--- src/rtl/register_file.sv ---
// 32 x 32-bit RISC-V register file: two combinational read ports, one
// synchronous write port, x0 hardwired to zero, optional write-to-read bypass.
module register_file #(
    parameter int                    DATA_WIDTH = 32,
    parameter int                    ADDR_WIDTH = 5,
    parameter int                    BYPASS     = 1,
    parameter logic [DATA_WIDTH-1:0] SP_RESET   = '0
) (
    input  logic                  clock,
    input  logic                  reset,
    input  logic                  regWrite,
    input  logic [ADDR_WIDTH-1:0] readRegister1,
    input  logic [ADDR_WIDTH-1:0] readRegister2,
    input  logic [ADDR_WIDTH-1:0] writeRegister,
    input  logic [DATA_WIDTH-1:0] writeData,
    output logic [DATA_WIDTH-1:0] readData1,
    output logic [DATA_WIDTH-1:0] readData2
);

    localparam int NUM_REGS = 1 << ADDR_WIDTH;

    // x0 has no storage; the array starts at index 1.
    logic [DATA_WIDTH-1:0] regs_q [1:NUM_REGS-1];
    logic [DATA_WIDTH-1:0] regs_d [1:NUM_REGS-1];

    // A write only takes effect outside reset and never to x0.
    logic wr_fire;
    assign wr_fire = reset && regWrite && (writeRegister != '0);

    always_comb begin
        regs_d = regs_q;
        if (wr_fire) begin
            regs_d[writeRegister] = writeData;
        end
    end

    // NOTE: every register is reset (not just x2) so no read can ever return X;
    // sequential state is updated with non-blocking assignments only.
    always_ff @(posedge clock) begin
        if (!reset) begin
            for (int i = 1; i < NUM_REGS; i++) begin
                regs_q[i] <= (i == 2) ? SP_RESET : '0;
            end
        end else begin
            regs_q <= regs_d;
        end
    end

    always_comb begin
        readData1 = '0;
        if (readRegister1 != '0) begin
            if ((BYPASS != 0) && wr_fire && (readRegister1 == writeRegister)) begin
                readData1 = writeData;
            end else begin
                readData1 = regs_q[readRegister1];
            end
        end
    end

    always_comb begin
        readData2 = '0;
        if (readRegister2 != '0) begin
            if ((BYPASS != 0) && wr_fire && (readRegister2 == writeRegister)) begin
                readData2 = writeData;
            end else begin
                readData2 = regs_q[readRegister2];
            end
        end
    end

endmodule

--- config.mk ---
export PLATFORM = sky130hd
export DESIGN_NAME = register_file
export DESIGN_NICKNAME = d
export VERILOG_FILES = /design/src/rtl/register_file.sv
export SDC_FILE = /design/constraint.sdc
export NUM_CORES = 2
export LEC_CHECK = 0
export ABC_AREA = 1
export BUFFER_PORTS_ARGS = -buffer_cell sky130_fd_sc_hd__clkbuf_2
export CORE_MARGIN = 2
export CORE_UTILIZATION = 40
export CTS_BUF_LIST = sky130_fd_sc_hd__clkbuf_8 sky130_fd_sc_hd__clkbuf_16
export DETAILED_ROUTE_END_ITERATION = 10
export HOLD_SLACK_MARGIN = 0.02
export PLACE_DENSITY = 0.55
export SLEW_MARGIN = 10
export SYNTH_ARGS = -nofsm -noshare
export SYNTH_HDL_FRONTEND = slang
export SYNTH_SLANG_ARGS = --single-unit
--- constraint.sdc ---
create_clock -name clock -period 2.8 [get_ports clock]
set_input_delay 0.14 -clock clock [delete_from_list [all_inputs] [get_ports clock]]
set_output_delay 0.14 -clock clock [all_outputs]
set_load 0.03 [all_outputs]
==> run_results.csv <==
group,metric,value,unit
run_status,status,"complete, no violations",
detailed_routing,wl_per_cell,25.6,µm
sta,finalClockSkew,0,ns
cells_and_area,drive_above_1_share,0.0725,
worst_setup_path,arrival,2.65,ns
synthesis,synth_cell_types,30,
floorplanning,core_area,138000,µm²
floorplanning,die_w,377,µm
sta,hold_viol_final,0,
clock_tree,postCtsSetupBuffers,0,
power,seqPwrFrac,0.407,
sta,finalSetupTns,0,ns
power,p_comb_frac,0.145,
worst_setup_path,worst-setup-path-type,"flop to primary output",
clock_tree,insertion_delay,0.74,ns
sta,finalWorstSetupSlack,0.0104,ns
floorplanning,dieArea,142000,µm²
detailed_routing,vias,62465,
worst_setup_path,critPathMaxStageDelay,0.36,ns
placement,port-buffer-count,113,
cells_and_area,regMostFlops,"regs_q",
detailed_routing,dr.pass1.iters,6,
cells_and_area,reg.largest.list,"regs_q (992)",
sta,rsz0062_at_grt,"no",
grt,grt_pass1_wl,391000,µm
floorplanning,initial_core_util,0.404,
clock_tree,cts_root_buffer,"clkbuf_16",
floorplanning,ios,114,
power,switching_share,0.296,
worst_setup_path,startpoint,"regs_q[371]$_SDFFE_PN0P_",
synthesis,ys_ff_latch,992,
power,ir_drop,528,µV
worst_setup_path,critPathCaptureType,"primary output",
detailed_routing,avgViaCountPerCell,5.85,
grt,grt_pass1_vias,55601,
placement,place_hpwl,158000,µm
synthesis,yosysSeqAreaShare,0.357,
synthesis,syn-instance-count,9114,
floorplanning,die_y,377,µm
placement,pre_cts_slack,0.232,ns
worst_setup_path,critPathMaxFanout,3,
sta,fin_crit_sh,0.996,
sta,relSlewSlack,0.127,
worst_setup_path,cpMaxStageDelayCell,"nand2_1",
power,power_frac_clock,0.448,
clock_tree,clockBufferDepth,3,
sta,layout_min_cycle_time,2.79,ns
power,p_leak,26.2,nW
cells_and_area,area_delta_synth_final,12.0,%
cells_and_area,finalNetCount,8839,
clock_tree,htreeDepth,3,
clock_tree,cts_sinks,992,
floorplanning,fp-row-count,136,
grt,grt_use_total,0.373,
cells_and_area,largest_reg_flops,992,
synthesis,syn-cell-area,55600,µm²
clock_tree,cts_tree,"built",
synthesis,yosysTopAreaCell,"dfxtp_1",
worst_setup_path,critPathLaunchType,"flop",
synthesis,yosys_warnings,0,
synthesis,synthTopCellsByArea,"dfxtp_1, nand2_1, nand3_1, o21ai_0, a21oi_1",
worst_setup_path,crit_chain,"inv_1 -> o21ai_0 -> nand2_1 -> nand3_1 -> nand3_1 -> nand3_1 -> nand3_1 -> nand2_1 -> clkbuf_2",
worst_setup_path,critPathRequiredTime,2.66,ns
sta,worstMarginPinSlew,1.31,ns
detailed_routing,drt-initial-drc-count,9327,
cells_and_area,utilization,0.452,
sta,clock.fmax,358,MHz
power,p_switching,0.0104,W
power,powerDensity,562,nW/µm²
grt,grt-ovfl-total,0,
min_path,hold_start,"reset",
worst_setup_path,reg2reg_from,"regs_q[633]$_SDFFE_PN0P_",
sta,setup_violations,0,
synthesis,avgSynthCellArea,6.10,µm²
detailed_routing,drc,0,
flow_run,maxCapViolCount,0,
power,p_int,0.0247,W
synthesis,syn_nets,9164,
detailed_routing,wirelength,273000,µm
cells_and_area,mostFrequentLayoutCell,"nand2_1",
worst_setup_path,critPathMostFrequentCell,"nand3_1",
clock_tree,clk_pin_slew,0.06,ns
synthesis,synth_top_area_frac,0.357,
min_path,hp-class,"input pin to flop",
cells_and_area,final_cell_mix,"nand2_1, nand3_1, dfxtp_1",
detailed_routing,postRouteAntennaNets,0,
clock_tree,cts_buffers,115,
placement,gp_routability_congestion,0.943,
sta,drv_slew,0,
grt,grt_max_degree,238,
grt,antenna_found_initial,31,
power groups by stage:
stage | sequential, W | clock, W | combinational (W)
global placement | 0.0146 | 0 | 0.00485
finish | 0.0143 | 0.0157 | 0.00509
floorplan | 0.0146 | 0 | 0.00285
global route | 0.0143 | 0.0164 | 0.00531
detailed placement | 0.0146 | 0 | 0.00486
CTS | 0.0143 | 0.0158 | 0.00489
synth_stat cells:
| cell type | instances |
|---|---|
| clkinv_1 | 5 |
| nor2_1 | 880 |
| inv_4 | 1 |
| buf_6 | 12 |
| nor2_8 | 1 |
| nand3_1 | 1309 |
| nand3_2 | 6 |
| inv_1 | 844 |
| o21ai_0 | 983 |
| buf_2 | 277 |
| nor3_1 | 31 |
| or2_2 | 2 |
| clkbuf_2 | 2 |
| nor2_2 | 14 |
| nand4_1 | 17 |
| nor2_4 | 13 |
| nor3_2 | 1 |
| buf_1 | 68 |
| nand3_4 | 2 |
| nand2_2 | 4 |
| inv_2 | 34 |
| buf_4 | 14 |
| o21ai_1 | 73 |
| a21oi_1 | 852 |
| nand2_1 | 2119 |
| xor2_1 | 6 |
| dfxtp_1 | 992 |
| o211ai_1 | 110 |
| nor3_4 | 1 |
| clkbuf_1 | 441 |
critical path: cells and delay by family, from the launching register on:
kind	cells	cell delay, ns
and+or+nand+nor	6	1.08
DFF	1	0.30
buffers and inverters	2	0.33
AOI/OAI and AO/OA	1	0.19
what timing repair did:
| action | in CTS | in global routing |
|---|---|---|
| hold buffers | 15 | 0 |
| resized for setup | 0 | 7 |
| hold endpoints to repair | 80 | 0 |
| endpoints found under the setup margin | 0 | 5 |
routing by layer:
layer | wire length [µm] | track usage | up-vias | part of all wire
met5 | 230 | 0 | - | 0.00084
met4 | 16700 | 0.206 | 21 | 0.061
met1 | 111000 | 0.506 | 28861 | 0.41
met2 | 112000 | 0.542 | 3999 | 0.41
met3 | 33700 | 0.0851 | 810 | 0.12
li1 | - | - | 28774 | -
final cells by class:
type / instances / area (µm²)
diodes: 8 / 20.0
clock buffers: 151 / 3400
clock inverters: 56 / 467
fillers: 14439 / 75500
inverters: 884 / 3360
multi-input cells: 6424 / 29100
flip-flops and latches: 992 / 19900
well taps: 1794 / 2240
repair buffers: 372 / 3910
per-stage QoR:
step | power (W) | hold slack (ns) | instance area, µm² | std cells
after CTS | 0.0350 | 0.0242 | 62300 | 10673
after global routing | 0.0360 | 0.0691 | 62300 | 10677
after detailed placement | 0.0194 | 0.455 | 58300 | 10451
final | 0.0350 | 0.0182 | 62300 | 10681
after floorplan | 0.0174 | 0.316 | 55600 | 9114
after global placement | 0.0194 | 0.451 | 58300 | 10451
path summary, 6_finish.rpt:
check / slack, ns / endpoint / cells after the start
setup reg to reg: 1.96 / regs_q[633]$_SDFFE_PN0P_ / 2
hold reg to reg: 0.46 / regs_q[370]$_SDFFE_PN0P_ / 2
setup / recovery: 0.01 / readData2[19] / 9
hold / removal: 0.02 / regs_q[704]$_SDFFE_PN0P_ / 4
cells by family after synthesis:
group,share of synthesized area
XOR/XNOR,0.000945
buffers and inverters,0.123
AND/OR/NAND/NOR,0.332
AO/OA/AOI/OAI,0.186
flip-flops,0.357
(Power assumes the default switching activity.)
